`src/rtl/camera_pkg.sv`:
```
// rtl/camera_pkg.sv - shared FSM state type and default geometry for the camera frame writer
package camera_pkg;

    typedef enum logic [1:0] {
        WAIT_VS    = 2'd0,
        WAIT_START = 2'd1,
        CAPTURE    = 2'd2
    } fbw_state_t;

    localparam int DEF_ADDR_W      = 16;
    localparam int DEF_FRAME_WORDS = 38400;

endpackage

```
`src/rtl/vsync_sync.sv`:
```
// rtl/vsync_sync.sv - 2-flop synchroniser for camera VSYNC with one-cycle rise/fall pulses
module vsync_sync (
    input  logic clk,
    input  logic rst_n,
    input  logic async_in,
    output logic level,
    output logic rise,
    output logic fall
);

    logic meta_q;
    logic sync_q;
    logic prev_q;

    always_ff @(posedge clk or negedge rst_n) begin
        if (!rst_n) begin
            meta_q <= 1'b0;
            sync_q <= 1'b0;
            prev_q <= 1'b0;
        end else begin
            meta_q <= async_in;
            sync_q <= meta_q;
            prev_q <= sync_q;
        end
    end

    assign level = sync_q;
    assign rise  = sync_q & ~prev_q;
    assign fall  = ~sync_q & prev_q;

endmodule

```
`src/rtl/frame_buffer_writer.sv`:
```
// rtl/frame_buffer_writer.sv - writes one camera frame per VSYNC period into BRAM
// Optional FRAME_PINGPONG_EN: double-buffer, swapping banks after every good frame.
module frame_buffer_writer
    import camera_pkg::*;
#(
    parameter int ADDR_W      = DEF_ADDR_W,
    parameter int FRAME_WORDS = DEF_FRAME_WORDS
) (
    input  logic              clk,
    input  logic              reset,
    input  logic              vsync,
    input  logic [31:0]       pixel_data,
    input  logic              pixel_done,
    input  logic              enable,
    output logic              bram_we,
    output logic [ADDR_W-1:0] bram_addr,
    output logic              bram_bank,
    output logic [31:0]       bram_din,
    output logic              rd_bank,
    output logic              frame_done,
    output logic              frame_ok,
    output logic              overrun
);

    localparam logic [ADDR_W:0] FRAME_LEN = (ADDR_W + 1)'(FRAME_WORDS);

    fbw_state_t      state;
    logic [ADDR_W:0] count;
    logic [ADDR_W:0] count_inc;
    logic            accept;
    logic            vs_level;
    logic            vs_rise;
    logic            vs_fall;

`ifdef FRAME_PINGPONG_EN
    logic wr_bank;
`else
    wire  wr_bank = 1'b0;
`endif

    vsync_sync u_vsync_sync (
        .clk      (clk),
        .rst_n    (reset),
        .async_in (vsync),
        .level    (vs_level),
        .rise     (vs_rise),
        .fall     (vs_fall)
    );

    // count_inc folds in a word arriving on the closing edge so frame_ok sees it
    always_comb begin
        accept    = 1'b0;
        count_inc = count;
        if (state == CAPTURE && pixel_done && count < FRAME_LEN) begin
            accept    = 1'b1;
            count_inc = count + 1'b1;
        end
    end

    always_ff @(posedge clk or negedge reset) begin
        if (!reset) begin
            state      <= WAIT_VS;
            count      <= '0;
            bram_we    <= 1'b0;
            bram_addr  <= '0;
            bram_bank  <= 1'b0;
            bram_din   <= '0;
            rd_bank    <= 1'b0;
            frame_done <= 1'b0;
            frame_ok   <= 1'b0;
            overrun    <= 1'b0;
`ifdef FRAME_PINGPONG_EN
            wr_bank    <= 1'b0;
`endif
        end else begin
            bram_we    <= 1'b0;
            frame_done <= 1'b0;
            case (state)
                WAIT_VS: begin
                    if (vs_level) state <= WAIT_START;
                end
                WAIT_START: begin
                    if (vs_fall && enable) begin
                        state <= CAPTURE;
                        count <= '0;
                    end
                end
                CAPTURE: begin
                    count <= count_inc;
                    if (accept) begin
                        bram_we   <= 1'b1;
                        bram_addr <= count[ADDR_W-1:0];
                        bram_din  <= pixel_data;
                        bram_bank <= wr_bank;
                    end else if (pixel_done) begin
                        overrun <= 1'b1;
                    end
                    if (vs_rise) begin
                        state      <= WAIT_START;
                        frame_done <= 1'b1;
                        frame_ok   <= (count_inc == FRAME_LEN);
`ifdef FRAME_PINGPONG_EN
                        if (count_inc == FRAME_LEN) begin
                            rd_bank <= wr_bank;
                            wr_bank <= ~wr_bank;
                        end
`endif
                    end
                end
                default: state <= WAIT_VS;
            endcase
        end
    end

endmodule

```
`config.mk`:
```
export PLATFORM = sky130hd
export DESIGN_NAME = frame_buffer_writer
export DESIGN_NICKNAME = d
export VERILOG_FILES = /design/src/rtl/camera_pkg.sv /design/src/rtl/vsync_sync.sv /design/src/rtl/frame_buffer_writer.sv
export SDC_FILE = /design/constraint.sdc
export NUM_CORES = 1
export LEC_CHECK = 0
export BUFFER_PORTS_ARGS = -buffer_cell sky130_fd_sc_hd__buf_2
export CORE_MARGIN = 2
export CORE_UTILIZATION = 52
export CTS_CLUSTER_DIAMETER = 150
export DETAILED_ROUTE_END_ITERATION = 6
export PLACE_DENSITY = 0.79
export SETUP_SLACK_MARGIN = 0.5
export SLEW_MARGIN = 20
export SYNTH_ARGS = -nofsm -noshare
export SYNTH_HDL_FRONTEND = slang
export SYNTH_SLANG_ARGS = --single-unit
```
`constraint.sdc`:
```
create_clock -name clk -period 2.8 [get_ports clk]
set_input_delay 0.14 -clock clk [delete_from_list [all_inputs] [get_ports clk]]
set_output_delay 0.14 -clock clk [all_outputs]
set_load 0.02 [all_outputs]
```
==> results.md, run 1 <==
- Outcome: complete, no violations
- Commonest non-fill, non-tap cell in the layout: nand2_1
- TritonCTS clock tree: built
- Slowest cell on crit path: dfrtp_2
- Clock-pin slew on the worst setup and hold paths: 0.08 ns
- All-Layer GR Usage: 25.20%
- Yosys reg bits: 74
- GRT overflow: 0
- Final nets: 528
- Cell row count: 29
- Max Freq: 0.4353 GHz
- Cts bufs inserted: 9
- Setup Skew: 0.01069 ns
- Period utilisation layout: 82.04%
- CTS max path bufs: 2
- Die W: 84 µm
- Clk_lat worst skew: 0.36 ns
- First-pass GRT wire length: 13.99 mm
- Die area: 7056 µm²
- Ratio of cells with drive above 1 in the final layout: 29.29%
- Relative slew margins: 41.03%
- Synth unique cells: 50
- # setup viols final: 0
- Placer Congestion: 1.002
- Crit path arrival time: 2.56 ns
- DR pass1 iterations: 5
- Synth Cell Area: 3328 µm²
- Dpl cells: 511
- CTS Sinks: 74
- Setup TNS Final: 0 ns
- Number of enable flip-flop cells after synthesis: 0
- HP Class: in2reg
- Yosys warns: 1
- CP cell instances: ha_2 -> nand3_1 -> nor3_1 -> buf_4 -> and2_2 -> nand3_1 -> a2111o_1 -> o31ai_2
- Num ports: 91
- Vias: 3014
- Max_cap viols: 0
- Crit-path max FO: 10
- WL final: 8.342 mm
- Commonest cells after routing, fill and taps aside: nand2_1, buf_2, dfrtp_1
- Port Buf Inserts: 88
- H-Tree Depth: 3
- Via-per-instance ratio: 5.269
- Startpoint types: register
- Cell Count, Final, Fillers Out: 572
- CP endpoint kind: register
- CP max stage delay: 0.48 ns
- Fin crit period: 2.297 ns
- Most common flop cell mapped by yosys: dfrtp_1
- Final ANT Viol Nets: 0
- Register area share after synthesis: 55.64%
- Initial DRC Count: 179
- Critical path buffers and inverters: 1
- Crit path max-delay family: simple AND/OR/NAND/NOR gates
- Synth async-reset ratio: 100.0%
- Fin. max-slew vios: 0
- Diode count: 0
- Actual slew at the worst max-slew pin: 0.8846 ns
- Critical Path RT: 3.07 ns
- Layout Area Growth over Synthesis: 31.43%
- PwrDens: 534.7 nW/µm²
- HPWL Detailed: 5.016 mm
- Starting density of the core: 53.02%
- Endpoints failing hold: 0
- Die height: 84 µm
- # DRC: 0
- Vias in the first global route: 3031
- Synthesized area per cell: 9.143 µm²
- CP most frequent cell: nand3_1
- Pleak: 0.002345 µW
- Post-Synthesis Cells: 364
- Worst Setup Path Type: reg2reg
- CTS Root Cell: clkbuf_8
- Initial antenna violation count: 0
- RSZ-0062 raised after global routing: true
- Max VDD drop: 427.8 µV
- Drt wl/cell: 14.58 µm
- Largest net degree at the start of global routing: 75
- Core area: 6277 µm²
-- layer usage --
layer | global-route usage, % | share of wire, % | up-vias
met5 | 0 | 0 | -
met4 | 10.85 | 2.2 | 0
met3 | 7.023 | 7.1 | 17
met2 | 39.49 | 48 | 130
met1 | 32.98 | 43 | 1416
li1 | - | - | 1451
-- worst paths after layout --
kind	startpoint	end	slack [ns]	depth (start not counted)
max	count[1]	frame_ok	0.50	8
max reg2reg	count[1]	frame_ok	0.50	8
max in group asynchronous	reset	count[0]	1.72	2
min in group asynchronous	reset	count[13]	0.46	2
min	enable	state[0]	0.13	4
min reg2reg	u_vsync_sync.meta_q	u_vsync_sync.level	0.35	0
-- tightest hold or removal path: stages --
cell and delay, ns:
buf_2 0.08, nand2_1 0.05, a21oi_1 0.13, nor2_1 0.05
-- layout make-up --
| class | count | area, µm² |
|---|---|---|
| fill | 460 | 1903 |
| timing repair buffer | 138 | 903.4 |
| sequential | 74 | 1859 |
| multi-input combinational | 263 | 1315 |
| clock inverter | 7 | 60.06 |
| clock buffer | 9 | 123.9 |
| inverter | 4 | 16.27 |
| tap | 77 | 96.34 |
-- cell usage after synthesis, drive strengths merged (2+ instances only) --
| cell type | instances | area share (%) |
|---|---|---|
| nand2 | 155 | 18 |
| dfrtp | 74 | 56 |
| a21oi | 15 | 2.3 |
| clkbuf | 13 | 2.4 |
| nand3 | 13 | 2.1 |
| buf | 11 | 2.4 |
| nand4 | 10 | 1.9 |
| o21ai | 10 | 1.5 |
| nor2 | 9 | 1.0 |
| nor3 | 6 | 0.90 |
| mux2i | 5 | 1.5 |
| and2 | 3 | 0.60 |
| inv | 3 | 0.34 |
| nand3b | 3 | 0.68 |
| nor4 | 3 | 0.56 |
| o21a | 3 | 0.90 |
| o31ai | 3 | 0.83 |
| a211o | 2 | 0.60 |
| a21o | 2 | 0.49 |
| and3 | 2 | 0.45 |
-- sequential cells by signal, indices dropped and copies added, names as in the netlist, 2 cells and up --
name and cells:
bram_addr 16, bram_din 32, state 2, count 17
-- cells by family after synthesis --
| group | share of synthesized area (%) |
|---|---|
| fa+ha+maj | 0.3759 |
| mux | 1.842 |
| flops | 55.64 |
| other cells | 0.1127 |
| simple gates | 27.26 |
| xor+xnor | 0.5264 |
| compound gates | 9.023 |
| buf+inv | 5.225 |
-- metrics by stage --
stage	cell area, µm²	total power (µW)	setup WS (ns)	hold slack (ns)	utilization, %
3_3_place_gp	3750	1525	0.4098	0.2504	59.74
6_report	4374	2339	0.5028	0.1323	69.68
2_1_floorplan	3332	1392	0.4855	-0.1556	-
3_5_place_dp	3750	1534	0.3789	0.2526	59.74
4_1_cts	4319	2345	0.5074	0.1247	68.81
5_1_grt	4374	2455	0.3634	0.1734	69.68
-- timing repair --
item | 4_1_cts | 5_1_grt
pin swaps | 1 | 3
endpoints found under the setup margin | 2 | 3
hold buffers | 34 | 0
resized for setup | 6 | 3
hold endpoints to repair | 107 | 0
buffers inserted | 5 | 6
-- power by group --
| group | switching, µW | internal [µW] | total [µW] |
|---|---|---|---|
| Combinational | 222 | 145 | 367 |
| Clock | 440 | 335 | 775 |
| Sequential | 48.3 | 1150 | 1200 |
No activity file was read; power rests on OpenSTA's default activity.
==> inputs of run 2 (changes only) <==
==> constraint.sdc (replaced) <==
create_clock -name clk -period 2.26 [get_ports clk]
set_input_delay 0.113 -clock clk [delete_from_list [all_inputs] [get_ports clk]]
set_output_delay 0.113 -clock clk [all_outputs]
set_load 0.02 [all_outputs]
==> run 2 against run 1 <==
The run now ends with negative setup slack left; first-iteration DRC count increased to 3.6 times the previous value; combinational power increased by 60%; routed wire length increased by 93%; critical path depth unchanged; highest routed layer unchanged.
==> results.md, run 2 (same netlist as run 1, synthesis figures left out) <==
- All-Layer GR Usage: 34.36% (+9.2 points)
- Setup TNS Final: -0.4071 ns (-0.4071 ns)
- Placer Congestion: 0.8995 (-10%)
- Clk_lat worst skew: 0.38 ns (+0.02 ns)
- Failing checks: negative setup slack
- Port Buf Inserts: 88 (unchanged)
- Max VDD drop: 603.8 µV (+41%)
- TritonCTS clock tree: built
- CTS Sinks: 74 (unchanged)
- Fin crit period: 2.514 ns (+0.2164 ns)
- Commonest non-fill, non-tap cell in the layout: buf_2
- Critical Path RT: 2.52 ns (-0.55 ns)
- Vias: 4102 (+36%)
- Core area: 6277 µm² (unchanged)
- Largest regs: bram_din x32, count x17, bram_addr x16
- Crit-path max FO: 5 (-5)
- WL final: 16.09 mm (+93%)
- First-pass GRT wire length: 18.43 mm (+32%)
- Vias in the first global route: 3616 (+19%)
- Relative slew margins: 55.70% (+15 points)
- Max reg flops: 32 (unchanged)
- Final ANT Viol Nets: 0 (unchanged)
- Die W: 84 µm (unchanged)
- Setup WS post-layout: -0.2536 ns (-0.7564 ns)
- Max_cap viols: 0 (unchanged)
- Initial DRC Count: 639 (+260%)
- PwrDens: 577.4 nW/µm² (+8.0%)
- CP endpoint kind: register
- CTS Root Cell: clkbuf_8
- Final nets: 576 (+9.1%)
- Fin. max-slew vios: 0 (unchanged)
- Worst Hold Margin: 0.1418 ns (+0.009585 ns)
- Actual slew at the worst max-slew pin: 0.6629 ns (-0.2217 ns)
- Cts bufs inserted: 9 (unchanged)
- Clock-pin slew on the worst setup and hold paths: 0.09 ns (about the same)
- Die height: 84 µm (unchanged)
- Period utilisation layout: 111.2% (+29 points)
- # setup viols final: 9 (+9)
- Starting density of the core: 53.02% (unchanged)
- Pleak: 0.002985 µW (+27%)
- Commonest cells after routing, fill and taps aside: buf_2, dfrtp_1, nand2_1
- Max Freq: 0.3978 GHz (-8.6%)
- Register name with the most flops: bram_din
- Cell row count: 29 (unchanged)
- # DRC: 0 (unchanged)
- H-Tree Depth: 3 (unchanged)
- Num ports: 91 (unchanged)
- Worst Setup Path Type: reg2reg
- Initial antenna violation count: 1 (+1)
- DR pass1 iterations: 5 (unchanged)
- Ratio of cells with drive above 1 in the final layout: 55.08% (+26 points)
- CTS max path bufs: 2 (unchanged)
- Setup Skew: 0.02990 ns (+0.01921 ns)
- Via-per-instance ratio: 6.627 (+26%)
- Drt wl/cell: 25.99 µm (+78%)
- Hold path depth: 4 (unchanged)
- HPWL Detailed: 5.223 mm (+4.1%)
- GRT overflow: 0 (unchanged)
- HP Class: in2reg
- Startpoint types: register
- Layout Area Growth over Synthesis: 73.46%
- Outcome: finished with violations
- Post-Place Worst Slack: -0.01549 ns (-0.3944 ns)
- Largest net degree at the start of global routing: 59 (-21%)
- Crit path arrival time: 2.78 ns (+0.22 ns)
- Endpoints failing hold: 0 (unchanged)
- Die area: 7056 µm² (unchanged)
- RSZ-0062 raised after global routing: true
- R2R depth: 8 (unchanged)
run 2: worst max-delay path: stages (launching register included):
cell and delay [ns]:
dfrtp_1 0.39, a21o_2 0.24, buf_6 0.13, a311oi_4 0.43, buf_4 0.19, and2_4 0.17, nand3_4 0.09, a2111o_1 0.43
o31ai_2 0.33
run 2: report_power, final:
part           switching (µW)  internal [µW]
clock                     572            645
sequential                104           1420
combinational             354            234
run 2: stage by stage:
stage	utilization [%]	total power (µW)	cell area [µm²]	instances
detailed placement	62.37	1911	3915	530
global placement	62.37	1898	3915	530
CTS	81.12	3096	5092	601
global route	91.97	3418	5773	619
floorplan	-	1725	3369	365
finish	91.97	3333	5773	619
run 2: path summary, 6_finish.rpt:
kind                                      from            endpoint  slack, ns
max in group asynchronous                reset        bram_din[19]       1.37
max reg2reg                           count[9]            frame_ok      -0.25
max                                   count[9]            frame_ok      -0.25
min                                     enable            state[0]       0.14
min reg2reg                u_vsync_sync.meta_q  u_vsync_sync.level       0.36
min in group asynchronous                reset        bram_din[16]       0.23
run 2: what timing repair did:
action	in CTS	in global routing
cloned	11	2
hold endpoints to repair	49	0
setup buffers	12	15
pin swaps	13	89
endpoints found under the setup margin	66	66
resized for setup	53	150
hold buffers	34	0
run 2: final cells by class:
cell class | count | area (µm²)
multi-input cells | 263 | 1861
flip-flops and latches | 74 | 1854
repair buffers | 186 | 1718
fillers | 185 | 504.2
clock buffers | 10 | 137.6
well taps | 77 | 96.34
clock inverters | 4 | 76.32
inverters | 4 | 27.53
diodes | 1 | 2.502
run 2: layer usage:
| metal | track usage [%] | up-vias | part of all wire, % |
|---|---|---|---|
| met1 | 39.28 | 1928 | 32 |
| met5 | 0 | - | 0 |
| met2 | 58.33 | 448 | 48 |
| met3 | 7.715 | 167 | 10 |
| li1 | - | 1559 | - |
| met4 | 21.11 | 0 | 9.8 |
==> inputs of run 3 (changes only) <==
--- a/config.mk
+++ b/config.mk
@@ -6,11 +6,13 @@
 export NUM_CORES = 1
 export LEC_CHECK = 0
 export BUFFER_PORTS_ARGS = -buffer_cell sky130_fd_sc_hd__buf_2
+export CELL_PAD_IN_SITES_DETAIL_PLACEMENT = 0
+export CELL_PAD_IN_SITES_GLOBAL_PLACEMENT = 2
 export CORE_MARGIN = 2
-export CORE_UTILIZATION = 52
+export CORE_UTILIZATION = 31
 export CTS_CLUSTER_DIAMETER = 150
 export DETAILED_ROUTE_END_ITERATION = 6
-export PLACE_DENSITY = 0.79
+export PLACE_DENSITY = 0.8
 export SETUP_SLACK_MARGIN = 0.5
 export SLEW_MARGIN = 20
 export SYNTH_ARGS = -nofsm -noshare
==> constraint.sdc (replaced) <==
create_clock -name clk -period 2.4 [get_ports clk]
set_input_delay 0.12 -clock clk [delete_from_list [all_inputs] [get_ports clk]]
set_output_delay 0.12 -clock clk [all_outputs]
set_load 0.02 [all_outputs]
==> run 3 against run 2 <==
The run now ends clean; via count is 27% lower; setup slack better by 0.48 ns; design area is 18% lower; combinational power is 28% lower; critical path type unchanged; cell count is 4.8% higher; clock-buffer cell count is 1 higher.
==> results.md, run 3 (same netlist as run 1, synthesis figures left out) <==
- Clk pwr share: 37.1% (+0.6 points)
- Cell row count: 37 (+28%)
- # setup viols final: 0 (-9)
- Cts bufs inserted: 9 (unchanged)
- Final ANT Viol Nets: 0 (unchanged)
- Period utilisation layout: 90.63% (-21 points)
- Relative slew margins: 36.77% (-19 points)
- Die area: 11580 µm² (+64%)
- WL final: 9.185 mm (-43%)
- FILL cells: 1034 (+460%)
- Vias in the first global route: 2924 (-19%)
- PwrDens: 610.8 nW/µm² (+5.8%)
- Port Buf Inserts: 88 (unchanged)
- Pleak: 0.002493 µW (-16%)
- Largest regs: bram_din x32, count x17, bram_addr x16
- Via-per-instance ratio: 4.604 (-31%)
- CP endpoint kind: register
- Commonest cells after routing, fill and taps aside: nand2_1, buf_2, dfrtp_1
- Outcome: complete, no violations
- Reg power frac: 48.2% (+2.4 points)
- Critical Path RT: 2.67 ns (+0.15 ns)
- Switching part of the total: 26.65% (-4.3 points)
- Max_cap viols: 0 (unchanged)
- Max VDD drop: 267.3 µV (-56%)
- Diode count: 0 (-1)
- HPWL Detailed: 5.699 mm (+9.1%)
- Fin. max-slew vios: 0 (unchanged)
- DR pass1 iterations: 4 (-1)
- Register name with the most flops: bram_din
- Crit-path max FO: 3 (-2)
- RSZ-0062 raised after global routing: true
- Drt wl/cell: 14.15 µm (-46%)
- Max Freq: 0.4598 GHz (+16%)
- Setup TNS Final: 0 ns (+0.4071 ns)
- Internal: 2120 µW (-8.0%)
- Layout Area Growth over Synthesis: 42.18%
- Commonest non-fill, non-tap cell in the layout: nand2_1
- Logic pwr share: 14.7% (-2.9 points)
- CP max stage delay: 0.50 ns (+0.07 ns)
- Critical path buffers and inverters: 0 (-2)
- Worst Setup Path Type: reg2reg
- Crit path max-delay family: compound AO/OA/AOI/OAI gates
- H-Tree Depth: 3 (unchanged)
- TritonCTS clock tree: built
- HP Class: in2reg
- Starting density of the core: 32.09% (-21 points)
- First-pass GRT wire length: 14.55 mm (-21%)
- Initial DRC Count: 164 (-74%)
- Switching power: 770.3 µW (-25%)
- Largest net degree at the start of global routing: 75 (+27%)
- Endpoints failing hold: 0 (unchanged)
- CTS Sinks: 74 (unchanged)
- Die height: 107.6 µm (+28%)
- # DRC: 0 (unchanged)
- Clk_lat worst skew: 0.35 ns (-0.03 ns)
- Slowest cell on crit path: or4_4
- Final nets: 547 (-5.0%)
- GRT overflow: 0 (unchanged)
- All-Layer GR Usage: 16.08% (-18 points)
- Initial antenna violation count: 0 (-1)
- Crit path arrival time: 2.44 ns (-0.34 ns)
- Max reg flops: 32 (unchanged)
- Post-Place Worst Slack: 0.1061 ns (+0.1216 ns)
- Setup Skew: 0.008076 ns (-0.02182 ns)
- Die W: 107.6 µm (+28%)
- Core area: 10370 µm² (+65%)
- Vias: 2988 (-27%)
- Num ports: 91 (unchanged)
- DP Area: 3892 µm² (-0.58%)
- Actual slew at the worst max-slew pin: 0.9484 ns (+0.2855 ns)
- CP cell instances: a21o_2 -> a311o_2 -> or4_4 -> xnor2_1 -> a2111o_1 -> o31ai_2
- Placer Congestion: 0.8630 (-4.1%)
- Fin crit period: 2.175 ns (-0.3385 ns)
- Setup WS post-layout: 0.2250 ns (+0.4785 ns)
- Startpoint types: register
- CTS max path bufs: 2 (unchanged)
- CTS Root Cell: clkbuf_8
- Final core occ: 45.63% (-46 points)
- Clock-pin slew on the worst setup and hold paths: 0.08 ns (about the same)
- Design Area, Final: 4732 µm² (-18%)
- Ratio of cells with drive above 1 in the final layout: 31.97% (-23 points)
==> run 3: power by group through the flow <==
| stage | Combinational, µW | Clock, µW | Sequential (µW) |
|---|---|---|---|
| 2_1_floorplan | 97.5 | 0 | 1530 |
| 3_3_place_gp | 383 | 0 | 1410 |
| 6_report | 426 | 1070 | 1390 |
| 5_1_grt | 472 | 1160 | 1410 |
| 3_5_place_dp | 386 | 0 | 1410 |
| 4_1_cts | 429 | 1110 | 1390 |
==> run 3: stage by stage <==
| step | power [µW] | hold slack (ns) | instances |
|---|---|---|---|
| 2_1_floorplan | 1624 | -0.1756 | 365 |
| 3_3_place_gp | 1796 | 0.2300 | 579 |
| 3_5_place_dp | 1799 | 0.2301 | 579 |
| 4_1_cts | 2927 | 0.1122 | 638 |
| 5_1_grt | 3040 | 0.1419 | 649 |
| 6_report | 2890 | 0.1201 | 649 |
==> run 3: cell type report <==
type	instances	area, µm²	area share (%)
sequential	74	1856	39.21
multi-input combinational	263	1343	28.37
timing repair buffer	157	1126	23.80
tap	136	170.2	3.596
clock buffer	11	141.4	2.988
clock inverter	4	76.32	1.613
inverter	4	20.02	0.4231
==> run 3: worst reg2reg max path, cell delays in order (launching register included) <==
cell	delay, ns
dfrtp_1	0.38
a21o_2	0.25
a311o_2	0.35
or4_4	0.50
xnor2_1	0.16
a2111o_1	0.30
o31ai_2	0.16
==> run 3: what timing repair did <==
item,in CTS,in global routing
hold buffers,34,0
pin swaps,5,4
gates resized for setup,14,11
cloned,0,2
hold endpoints to repair,107,0
buffers inserted,10,9
endpoints found under the setup margin,59,59
==> run 3: path summary, 6_finish.rpt <==
check,from,to,slack [ns],cells past startpoint
worst max-delay path,count[9],frame_ok,0.22,6
max in group asynchronous,reset,count[5],1.27,2
worst max register to register,count[9],frame_ok,0.22,6
min in group asynchronous,reset,count[10],0.46,2
worst min-delay path,enable,state[0],0.12,4
worst min register to register,u_vsync_sync.meta_q,u_vsync_sync.level,0.35,0
==> run 3: routing by layer <==
metal | share of wire [%] | track usage, %
met1 | 46 | 21.60
met2 | 48 | 24.93
met3 | 4.7 | 4.237
met4 | 1.3 | 5.861
met5 | 0 | 0
